## src/rtl/lut4_cfg_loader_if.sv

```systemverilog
// Serial truth-table stream into the loader and the committed LUT4 configuration bus out of it.
// master = configuration source / LUT bank side, slave = lut4_cfg_loader.
interface lut4_cfg_loader_if #(
    parameter int NUM_LUTS = 4,
    parameter int LUT_BITS = 16
);
    localparam int W = NUM_LUTS * LUT_BITS;

    logic         cfg_start;
    logic         cfg_valid;
    logic         cfg_data;
    logic         cfg_ready;
    logic         cfg_busy;
    logic         cfg_done;
    logic         cfg_err;
    logic [W-1:0] lut_cfg;

    modport master (
        output cfg_start, cfg_valid, cfg_data,
        input  cfg_ready, cfg_busy, cfg_done, cfg_err, lut_cfg
    );

    modport slave (
        input  cfg_start, cfg_valid, cfg_data,
        output cfg_ready, cfg_busy, cfg_done, cfg_err, lut_cfg
    );
endinterface

```

## src/rtl/lut4_cfg_loader.sv

```systemverilog
// Bit-serial LUT4 config loader: shadow-assembles an MSB-first frame, commits atomically to lut_cfg (parity: LUT4_CFG_PARITY_EN).
// Latency: lut_cfg and cfg_done change together one cycle after the last frame bit (data bit, or parity bit if enabled).
// Backpressure: cfg_ready high only while bits are accepted; bits offered otherwise are dropped, cfg_valid gaps are free.
module lut4_cfg_loader #(
    parameter int NUM_LUTS = 4,
    parameter int LUT_BITS = 16
) (
    input  logic             i_clk,
    input  logic             i_rst,
    lut4_cfg_loader_if.slave bus
);
    localparam int W     = NUM_LUTS * LUT_BITS;
    localparam int CNT_W = $clog2(W + 1);

    typedef enum logic [1:0] {
        ST_IDLE,
        ST_SHIFT,
`ifdef LUT4_CFG_PARITY_EN
        ST_PARITY,
`endif
        ST_COMMIT
    } state_t;

    state_t           r_state;
    logic [W-1:0]     r_shadow;
    logic [W-1:0]     r_lut;
    logic [CNT_W-1:0] r_cnt;
    logic             r_ready;
    logic             r_busy;
    logic             r_done;
`ifdef LUT4_CFG_PARITY_EN
    logic             r_par;
    logic             r_err;
`endif

    logic             w_restart;
    logic             w_take;
    logic             w_last;
    logic [W-1:0]     w_shadow_nxt;

    // A start pulse during COMMIT is dropped so the commit always completes.
    assign w_restart    = bus.cfg_start && (r_state != ST_COMMIT);
    assign w_take       = !bus.cfg_start && bus.cfg_valid && (r_state == ST_SHIFT);
    assign w_last       = (r_cnt == CNT_W'(W - 1));
    assign w_shadow_nxt = {r_shadow[W-2:0], bus.cfg_data};

    always_ff @(posedge i_clk) begin
        if (w_take) begin
            r_shadow <= w_shadow_nxt;
        end
    end

    always_ff @(posedge i_clk) begin
        if (i_rst) begin
            r_state <= ST_IDLE;
            r_lut   <= '0;
            r_cnt   <= '0;
            r_ready <= 1'b0;
            r_busy  <= 1'b0;
            r_done  <= 1'b0;
`ifdef LUT4_CFG_PARITY_EN
            r_par   <= 1'b0;
            r_err   <= 1'b0;
`endif
        end else begin
            r_done <= 1'b0;
            if (w_restart) begin
                r_state <= ST_SHIFT;
                r_cnt   <= '0;
                r_ready <= 1'b1;
                r_busy  <= 1'b1;
`ifdef LUT4_CFG_PARITY_EN
                r_par   <= 1'b0;
                r_err   <= 1'b0;
`endif
            end else begin
                case (r_state)
                    ST_SHIFT: begin
                        if (bus.cfg_valid) begin
                            r_cnt <= r_cnt + 1'b1;
`ifdef LUT4_CFG_PARITY_EN
                            r_par <= r_par ^ bus.cfg_data;
                            if (w_last) begin
                                r_state <= ST_PARITY;
                            end
`else
                            // Last bit goes straight to lut_cfg so commit lands on the same edge as cfg_done.
                            if (w_last) begin
                                r_state <= ST_COMMIT;
                                r_lut   <= w_shadow_nxt;
                                r_done  <= 1'b1;
                                r_ready <= 1'b0;
                            end
`endif
                        end
                    end
`ifdef LUT4_CFG_PARITY_EN
                    ST_PARITY: begin
                        if (bus.cfg_valid) begin
                            r_ready <= 1'b0;
                            if (r_par == bus.cfg_data) begin
                                r_state <= ST_COMMIT;
                                r_lut   <= r_shadow;
                                r_done  <= 1'b1;
                            end else begin
                                r_state <= ST_IDLE;
                                r_busy  <= 1'b0;
                                r_err   <= 1'b1;
                            end
                        end
                    end
`endif
                    ST_COMMIT: begin
                        r_state <= ST_IDLE;
                        r_ready <= 1'b0;
                        r_busy  <= 1'b0;
                    end
                    default: begin
                        r_state <= ST_IDLE;
                        r_ready <= 1'b0;
                        r_busy  <= 1'b0;
                    end
                endcase
            end
        end
    end

    assign bus.cfg_ready = r_ready;
    assign bus.cfg_busy  = r_busy;
    assign bus.cfg_done  = r_done;
    assign bus.lut_cfg   = r_lut;
`ifdef LUT4_CFG_PARITY_EN
    assign bus.cfg_err   = r_err;
`else
    assign bus.cfg_err   = 1'b0;
`endif

endmodule

```

## src/flat_wrapper.sv

```systemverilog
// flat-port wrapper written by rule: the top's interface ports become plain ports
module lut4_cfg_loader_flat 
#(
    parameter int NUM_LUTS = 4,
    parameter int LUT_BITS = 16
)
  (i_clk, i_rst, bus_cfg_start, bus_cfg_valid, bus_cfg_data, bus_cfg_ready, bus_cfg_busy, bus_cfg_done, bus_cfg_err, bus_lut_cfg);
  lut4_cfg_loader_if #(.NUM_LUTS(NUM_LUTS), .LUT_BITS(LUT_BITS)) bus_i ();
  input  logic i_clk;
  input  logic i_rst;
  input wire logic [$bits(bus_i.cfg_start)-1:0] bus_cfg_start;
  input wire logic [$bits(bus_i.cfg_valid)-1:0] bus_cfg_valid;
  input wire logic [$bits(bus_i.cfg_data)-1:0] bus_cfg_data;
  output wire logic [$bits(bus_i.cfg_ready)-1:0] bus_cfg_ready;
  output wire logic [$bits(bus_i.cfg_busy)-1:0] bus_cfg_busy;
  output wire logic [$bits(bus_i.cfg_done)-1:0] bus_cfg_done;
  output wire logic [$bits(bus_i.cfg_err)-1:0] bus_cfg_err;
  output wire logic [$bits(bus_i.lut_cfg)-1:0] bus_lut_cfg;
  assign bus_i.cfg_start = bus_cfg_start;
  assign bus_i.cfg_valid = bus_cfg_valid;
  assign bus_i.cfg_data = bus_cfg_data;
  assign bus_cfg_ready = bus_i.cfg_ready;
  assign bus_cfg_busy = bus_i.cfg_busy;
  assign bus_cfg_done = bus_i.cfg_done;
  assign bus_cfg_err = bus_i.cfg_err;
  assign bus_lut_cfg = bus_i.lut_cfg;
  lut4_cfg_loader #(.NUM_LUTS(NUM_LUTS), .LUT_BITS(LUT_BITS)) u_core (.i_clk(i_clk), .i_rst(i_rst), .bus(bus_i));
endmodule
```

## config.mk

```make
export PLATFORM = sky130hd
export DESIGN_NAME = lut4_cfg_loader_flat
export DESIGN_NICKNAME = d
export VERILOG_FILES = /design/src/rtl/lut4_cfg_loader_if.sv /design/src/rtl/lut4_cfg_loader.sv /design/src/flat_wrapper.sv
export SDC_FILE = /design/constraint.sdc
export NUM_CORES = 1
export LEC_CHECK = 0
export CAP_MARGIN = 15
export CORE_MARGIN = 2
export CORE_UTILIZATION = 50
export CTS_BUF_LIST = sky130_fd_sc_hd__clkbuf_8
export CTS_CLUSTER_DIAMETER = 40
export DETAILED_ROUTE_END_ITERATION = 8
export DONT_BUFFER_PORTS = 1
export PLACE_DENSITY = 0.71
export SYNTH_ARGS = -nofsm -noshare
export SYNTH_HDL_FRONTEND = slang
export SYNTH_SLANG_ARGS = --single-unit
```

## constraint.sdc

```tcl
create_clock -name i_clk -period 4.7 [get_ports i_clk]
set_input_delay 0.705 -clock i_clk [delete_from_list [all_inputs] [get_ports i_clk]]
set_output_delay 0.705 -clock i_clk [all_outputs]
set_load 0.02 [all_outputs]
```

* Yosys cells after proc, flatten, opt, wreduce, memory -nomap -nowiden
Index checks and enable logic that the tools add are counted.
** Operators by class
- $add $sub $neg :: 1
- Equal/unequal tests :: 6
- Multiplexer cells :: 11
- Bitwise gates (word level) :: 3
- Reductions and logical operators :: 11
** Operator list (number)
- $mux W1 :: 11
- $add A7 B1 Y7 const B :: 1
- $eq A7 B6 Y1 const B :: 1
- $reduce_and A2 Y1 :: 3
- $reduce_and A4 Y1 :: 1
- $reduce_or A4 Y1 :: 1
- $logic_and A1 B1 Y1 :: 3
- $ne A3 B1 Y1 const B :: 1
- $ne A3 B2 Y1 const B :: 1
- $not A1 Y1 :: 3
- $reduce_or A3 Y1 :: 1
- $eq A2 B1 Y1 const B :: 1
- $ne A2 B1 Y1 const B :: 1
- $ne A2 B2 Y1 const B :: 1
- $reduce_or A2 Y1 :: 1
- $logic_not A1 Y1 :: 1
** Storage, ports and cells
- Flip-flop bits (word level) :: 139
- Bits of input ports :: 5
- Output and inout port bits :: 68
- Word-level logic and storage cells :: 40

* Depth between registers and ports, before layout
Gate-level depths: netlist of the first run.
- Depth after elaboration :: 5
- Gate-level depth with buffers :: 6
- Depth with buffers taken out :: 4

* Worst setup path before layout of the first run
Ideal clock, no wire load.
- Kind :: input port to flip-flop
- Start point :: in bus_cfg_valid
- End point :: reg u_core.r_shadow[0] (enable)
- Setup time :: 0.484 ns
- Arrival time :: 3.608 ns
- Data required time :: 4.216 ns
- Slack :: 0.608 ns
- Cell stages on the path :: 3
- Buffers on the path :: 1
- Cells stage by stage :: nand3b_4 buf_2 nor2_1
** On the way
- Longest elaborated chain between the ends :: 2
** Ends and longest elaborated chain
- start, declared :: RTL line flat_wrapper.sv:12 : input wire logic [$bits(bus_i.cfg_valid)-1:0] bus_cfg_valid;
- $logic_and A1 B1 Y1 (2 in a row) :: RTL line lut4_cfg_loader.sv:43 : assign w_take = !bus.cfg_start && bus.cfg_valid && (r_state == ST_SHIFT);
- named net u_core.w_take :: RTL line lut4_cfg_loader.sv:37 : logic w_take;
- end signal, assigned :: RTL line lut4_cfg_loader.sv:49 : r_shadow <= w_shadow_nxt;
- end, declared :: RTL line lut4_cfg_loader.sv:25 : logic [W-1:0] r_shadow;
The timed path passes the listed nets, and every way through them passes these cells.
A chain may end at the register's enable or synchronous reset.

==> impl_results.md, run 1 <==
* Final Skew at 11.04 ps
* Die ar. at 11,370 um^2
* Netlist cell types at 28
* Compound-cell area share of the yosys netlist at 0.01140
* Starting Density at 0.5127
* Switch Pwr at 0.4843 mW
* Post-DRT Antenna Nets at 0
* Largest family of logic cells by synthesized area: simple AND/OR/NAND/NOR gates
* Clock buffer depth at 2
* Rows at 37
* Synth Cell Area at 5269 um^2
* Sequential Power Share at 0.567
* Htree depth at 4
* Placed insts at 512
* Die width at 106.7 um
* Max-Cap Viols at 0
* Yosys warns at 0
* # IOs at 73
* Required @ worst endpoint at 4790 ps
* Share of layout cells above drive strength 1 at 0.08824
* Number of antenna diodes at 0
* Via density at 5.064
* Avg Inst Size Synth at 13.27 um^2
* Vias in the first global route at 2,776
* Buffers on Ports at 0
* Initial antenna violation count at 0
* Syn Inst Count at 397
* First drt pass iteration count at 4
* Slowest stage delay, CP at 830 ps
* DPL Wire Length at 4944 um
* Adder-cell share of the synthesized area at 0.002375
* Post-CTS setup buffers at 0
* Die boundary height at 106.7 um
* Worst-Margin Slew at 1037 ps
* Kind of cell adding the most delay to the critical path: simple AND/OR/NAND/NOR gates
* Footprint of the multi-input gates at 1732 um^2
* Core footprint at 10,280 um^2
* Cts hold-fix bufs at 0
* P&R area growth vs syn at 8.525%
* Critical Path Start Type: flop
* HP Class: input pin to flop
* Maximum clock rate at 407.5 MHz
* Area contributors post-synth: edfxtp_1 36%, dfxtp_1 28%, nand2b_1 15%
* Final setup fails at 0
* First-pass GRT wire length at 13,850 um
* Worst path cell trace: nand3b_4, nor2_4, buf_4
* Crit end category: flop
* Crit path kind: flop to flop
* Drt total wl at 8404 um
* Sequential element share of the synthesized area at 0.6440
* Internal power at 1.758 mW
* NumNets Final at 401
* # clock sinks at 138
* Post-Layout Cell Count at 544
* Congestion Overflow GR at 0
* # fillers at 865
* Status: completed
* CP max FO at 38
* CTS tree: built
* Slew HR at 0.3072
* Largest net degree at the start of global routing at 136
* Fin. Hold Viols at 0
* Sw frac at 0.2160
* Critical path buffers and inverters at 1
* Post-synthesis sequential element count at 138
* GP Congestion at 0.7576
* R2r setup slk at 2250 ps
* Clock transition at path regs at 80 ps
* Post-synthesis simple-gate area fraction at 0.1840
* Area leader, netlist: edfxtp_1
* Critical path arrival at 2540 ps
* Total clock buffers created by CTS at 17
* Clock Tree Root: clkbuf_8
* Synth Area in XOR/XNOR at 0.003325
* Yosys top cell area share at 0.3591
* Final min period at 2454 ps
* Gr usage total at 0.1585
* DR WL/cell at 15.45 um
* Clock share of power at 0.414
* DR DRC count at 0
* CP max-delay cell: nor2_4
* Post-route setup slack at 2246 ps
* Unrepaired setup endpoints after global routing: no
* Maximum VDD drop at 0.1945 mV
* Cts repair resizes at 0
* Syn nets at 403
* DR iter-0 viols at 207
* Max Transition Viols Final at 0
* Register Area at 3393 um^2
* Combinational power share at 0.019
* Power per cell area at 392.1 nW/um^2
* Setup WS pre-CTS at 2115 ps
* Clk_lat worst skew at 420 ps
* Setup TNS at 0 ps
* Cell leakage power at 1.816 nW
* Fin crit share at 0.5221
* DR vias at 2,755
* Multiplexer share of the synthesized area at 0.1254
[Yosys cell counts (all sizes together)]
cell type  instances
a21oi              4
a31oi              1
buf                9
clkbuf            15
conb               1
dfxtp             75
edfxtp            63
ha                 1
inv                3
mux2i             66
nand2              3
nand2b           129
nand3              2
nand3b             2
nand4b             3
nor2               4
nor2b              3
nor3               1
nor4               1
o21ai              2
o311ai             1
o31ai              2
or3                2
or4                2
xor2               2
[logic make-up after synthesis]
kind of cell / after synthesis
xor+xnor: 2
fa+ha+maj: 1
simple gates: 152
buf+inv: 27
other cells: 1
compound gates: 10
mux: 66
flops: 138
[power groups by stage]
| stage | clock (mW) | combinational, mW | sequential [mW] |
|---|---|---|---|
| floorplan | 0 | 0.0485 | 1.30 |
| global route | 1.00 | 0.0476 | 1.27 |
| global placement | 0 | 0.0430 | 1.30 |
| CTS | 0.956 | 0.0441 | 1.27 |
| detailed placement | 0 | 0.0441 | 1.30 |
| finish | 0.928 | 0.0431 | 1.27 |
[per-layer routing]
layer  share of wire  global-route usage  vias to the layer above
met1            0.46              0.2082                     1315
met3           0.073             0.06626                       11
met2            0.45              0.2275                       82
met4           0.015             0.07514                        0
met5               0                   0                        -
li1                -                   -                     1347
[layout by cell type, fill, tap and decap left out, types with 2 or more instances in the layout]
cell	count
nand2b_1	129
dfxtp_1	75
mux2i_1	66
edfxtp_1	63
clkbuf_8	17
inv_1	5
clkinv_4	5
a21oi_1	4
clkinvlp_4	4
nand2_1	3
nand4b_1	3
nor2_1	3
nor2b_1	3
buf_4	3
nand3_1	2
o31ai_1	2
or4_1	2
o21ai_0	2
or3_1	2
xor2_1	2
bufinv_16	2
[path summary, 6_finish.rpt]
path                                      from                        endpoint  cells after the start
max          u_core.bus.cfg_ready$_SDFFE_PP0P_   u_core.r_shadow[35]$_DFFE_PP_                      3
min reg2reg      u_core.r_shadow[51]$_DFFE_PP_   u_core.r_shadow[52]$_DFFE_PP_                      0
max reg2reg  u_core.bus.cfg_ready$_SDFFE_PP0P_   u_core.r_shadow[35]$_DFFE_PP_                      3
min                                      i_rst  u_core.bus.cfg_done$_SDFF_PP0_                      1
[per-stage QoR]
step | area, um^2 | hold slack [ps] | utilization | power, mW
3_5_place_dp | 5329 | 435.0 | 0.5185 | 1.343
3_3_place_gp | 5329 | 432.5 | 0.5185 | 1.341
6_report | 5718 | 354.7 | 0.5564 | 2.242
2_1_floorplan | 5269 | 427.5 | - | 1.346
5_1_grt | 5718 | 315.9 | 0.5564 | 2.324
4_1_cts | 5718 | 316.0 | 0.5564 | 2.271
[cell type report]
type	instances	area share
inverters	3	0.001969
flip-flops and latches	138	0.5934
repair buffers	3	0.003939
clock buffers	17	0.04092
well taps	136	0.02976
clock inverters	15	0.02713
multi-input cells	232	0.3028
[flip-flops by register name, indices dropped and copies added (netlist names)]
register,flops
u_core.bus.cfg_done,1
u_core.r_state,1
u_core.r_shadow,63
u_core.r_cnt,7
u_core.bus.cfg_busy,1
u_core.bus.cfg_ready,1
u_core.bus.lut_cfg,64
Power figures use the tool's default switching activity.
==> inputs of run 2 (changes only) <==
==> constraint.sdc (replaced) <==
create_clock -name i_clk -period 2.5 [get_ports i_clk]
set_input_delay 0.375 -clock i_clk [delete_from_list [all_inputs] [get_ports i_clk]]
set_output_delay 0.375 -clock i_clk [all_outputs]
set_load 0.02 [all_outputs]
==> run 2 against run 1 <==
  * Worst hold slack got worse by 310 ps
  * Critical path depth is 1 higher
  * Cell count up 0.37%
  * Count of clock-buffer cells in the layout is 2 higher
  * Via count rose by 2.8%
  * Clock power up 99%
  * Total power up 93%
  * Flip-flop and latch count is the same
  * Clock skew down 2.7 ps
  * Final area up 0.96%
  * Setup slack worse by 1700 ps
  * Fmax is 26% higher
  * Largest cell class unchanged
  * Largest power group unchanged
  * Highest routed layer unchanged
==> impl_results.md, run 2 (synthesis gave the netlist of run 1 again) <==
* Status: completed
* DR WL/cell at 15.78 um (+2.1%)
* Vias in the first global route at 2,907 (+4.7%)
* Gr usage total at 0.1651 (+0.006611)
* Crit path kind: flop to flop
* First drt pass iteration count at 4 (unchanged)
* Cell leakage power at 1.832 nW (+0.88%)
* Share of layout cells above drive strength 1 at 0.09024 (+0.002009)
* Max Transition Viols Final at 0 (unchanged)
* Cts repair resizes at 0 (unchanged)
* Final Skew at 8.357 ps (-2.685 ps)
* First-pass GRT wire length at 14,400 um (+4.0%)
* DR DRC count at 0 (unchanged)
* Setup WS pre-CTS at 563.5 ps (-1551 ps)
* DR vias at 2,832 (+2.8%)
* GP Congestion at 0.7361 (-2.8%)
* Final min period at 1953 ps (-501.1 ps)
* Post-CTS setup buffers at 0 (unchanged)
* HP Class: input pin to flop
* Buffers on Ports at 0 (unchanged)
* # IOs at 73 (unchanged)
* Worst-Margin Slew at 584.0 ps (-452.6 ps)
* # fillers at 861 (-0.46%)
* CP max FO at 24 (-37%)
* NumNets Final at 403 (+0.50%)
* Die ar. at 11,370 um^2 (unchanged)
* CP max-delay cell: dfxtp_1
* Maximum clock rate at 512.0 MHz (+26%)
* Unrepaired setup endpoints after global routing: no
* Post-DRT Antenna Nets at 0 (unchanged)
* Worst r2r src: u_core.bus.cfg_ready$_SDFFE_PP0P_
* R2r setup slk at 550 ps (-1700 ps)
* Via density at 5.187 (+2.4%)
* R2R Path End: u_core.bus.lut_cfg[21]$_SDFFE_PP0P_
* # clock sinks at 138 (unchanged)
* Largest net degree at the start of global routing at 133 (-2.2%)
* Post-route setup slack at 547.0 ps (-1699 ps)
* Hold path depth at 0 (-1)
* Number of antenna diodes at 0 (unchanged)
* Most common cell after layout, fill and taps aside: nand2b_1
* DR iter-0 viols at 163 (-21%)
* Maximum VDD drop at 0.4414 mV (+130%)
* Worst path cell trace: nand3b_4, nor4_4, buf_4, mux2i_1
* Die boundary height at 106.7 um (unchanged)
* Max-Cap Viols at 0 (unchanged)
* Worst-case reg-to-reg path depth at 4 (+1)
* Critical Path Start Type: flop
* Slowest stage delay, CP at 570 ps (-260 ps)
* Most frequent cells in the layout: 129 x nand2b_1, 75 x dfxtp_1, 66 x mux2i_1, 63 x edfxtp_1, 19 x clkbuf_8
* Clock buffer depth at 2 (unchanged)
* P&R area growth vs syn at 9.570%
* Core footprint at 10,280 um^2 (unchanged)
* Worst hold endpoint: u_core.r_shadow[0]$_DFFE_PP_
* Congestion Overflow GR at 0 (unchanged)
* Htree depth at 4 (unchanged)
* CTS tree: built
* Critical path arrival at 2300 ps (-240 ps)
* Initial antenna violation count at 0 (unchanged)
* Max FFs per register at 64 (unchanged)
* Power per cell area at 749.6 nW/um^2 (+91%)
* DPL Wire Length at 4976 um (+0.65%)
* Fin. Hold Viols at 0 (unchanged)
* Hold wc startpoint: bus_cfg_data
* Clock transition at path regs at 70 ps (about the same)
* Fin crit share at 0.7812 (+0.2591)
* Starting Density at 0.5127 (unchanged)
* Total clock buffers created by CTS at 17 (unchanged)
* Crit end category: flop
* Required @ worst endpoint at 2840 ps (-1950 ps)
* Rows at 37 (unchanged)
* Drt total wl at 8614 um (+2.5%)
* Setup TNS at 0 ps (unchanged)
* Slew HR at 0.6106 (+0.3034)
* Final setup fails at 0 (unchanged)
* Clock Tree Root: clkbuf_8
* Die width at 106.7 um (unchanged)
* Clk_lat worst skew at 430 ps (about the same)
## run 2: metal layers
layer / vias to the layer above / part of all wire / global-route usage
met5: - / 0 / 0
met4: 0 / 0.014 / 0.06122
met3: 13 / 0.072 / 0.07599
met2: 70 / 0.46 / 0.2484
met1: 1402 / 0.46 / 0.2095
li1: 1347 / - / -
## run 2: critical path, delay by kind of cell, from the launching register on
family | cells | cell delay [ps]
buffers and inverters | 1 | 430
flip-flops | 1 | 570
multiplexers | 1 | 260
AND/OR/NAND/NOR | 2 | 600
## run 2: where the power goes
part | leakage (nW) | internal [mW] | switching, mW
sequential | 1.14 | 2.37 | 0.0163
clock | 0.195 | 1.03 | 0.827
combinational | 0.501 | 0.0475 | 0.0365
## run 2: layout make-up
class                           instances  area (um^2)  share of cell area
Inverter                                3        11.26            0.001951
Tap cell                              136        170.2             0.02948
Timing Repair Buffer                    5        52.55            0.009103
Clock buffer                           19        261.5             0.04530
Multi-Input combinational cell        232         1732              0.3000
Sequential cell                       138         3393              0.5878
Clock inverter                         13        152.6             0.02644
## run 2: worst max path at each step
stage	from	end	slack, ps
floorplan	u_core.bus.cfg_ready$_SDFFE_PP0P_	u_core.r_shadow[0]$_DFFE_PP_	320
global placement	u_core.bus.cfg_ready$_SDFFE_PP0P_	u_core.bus.lut_cfg[26]$_SDFFE_PP0P_	640
detailed placement	u_core.bus.cfg_ready$_SDFFE_PP0P_	u_core.bus.lut_cfg[17]$_SDFFE_PP0P_	560
CTS	u_core.bus.cfg_ready$_SDFFE_PP0P_	u_core.bus.lut_cfg[5]$_SDFFE_PP0P_	530
global route	u_core.bus.cfg_ready$_SDFFE_PP0P_	u_core.bus.lut_cfg[21]$_SDFFE_PP0P_	420
finish	u_core.bus.cfg_ready$_SDFFE_PP0P_	u_core.bus.lut_cfg[21]$_SDFFE_PP0P_	550
## run 2: repair_timing
item                                   in CTS  in global routing
endpoints found under the hold margin       4                  0
hold buffers                                1                  0
setup endpoints to repair                   0                  0
## run 2: through the flow
| stage | std cells | utilization | total power, mW | cell area, um^2 | hold slack (ps) |
|---|---|---|---|---|---|
| 4_1_cts | 546 | 0.5617 | 4.391 | 5773 | 12.68 |
| 5_1_grt | 546 | 0.5617 | 4.498 | 5773 | 7.683 |
| 6_report | 546 | 0.5617 | 4.328 | 5773 | 44.75 |
| 3_5_place_dp | 513 | 0.5205 | 2.524 | 5349 | 433.4 |
| 2_1_floorplan | 397 | - | 2.528 | 5276 | 427.5 |
| 3_3_place_gp | 513 | 0.5205 | 2.522 | 5349 | 432.1 |
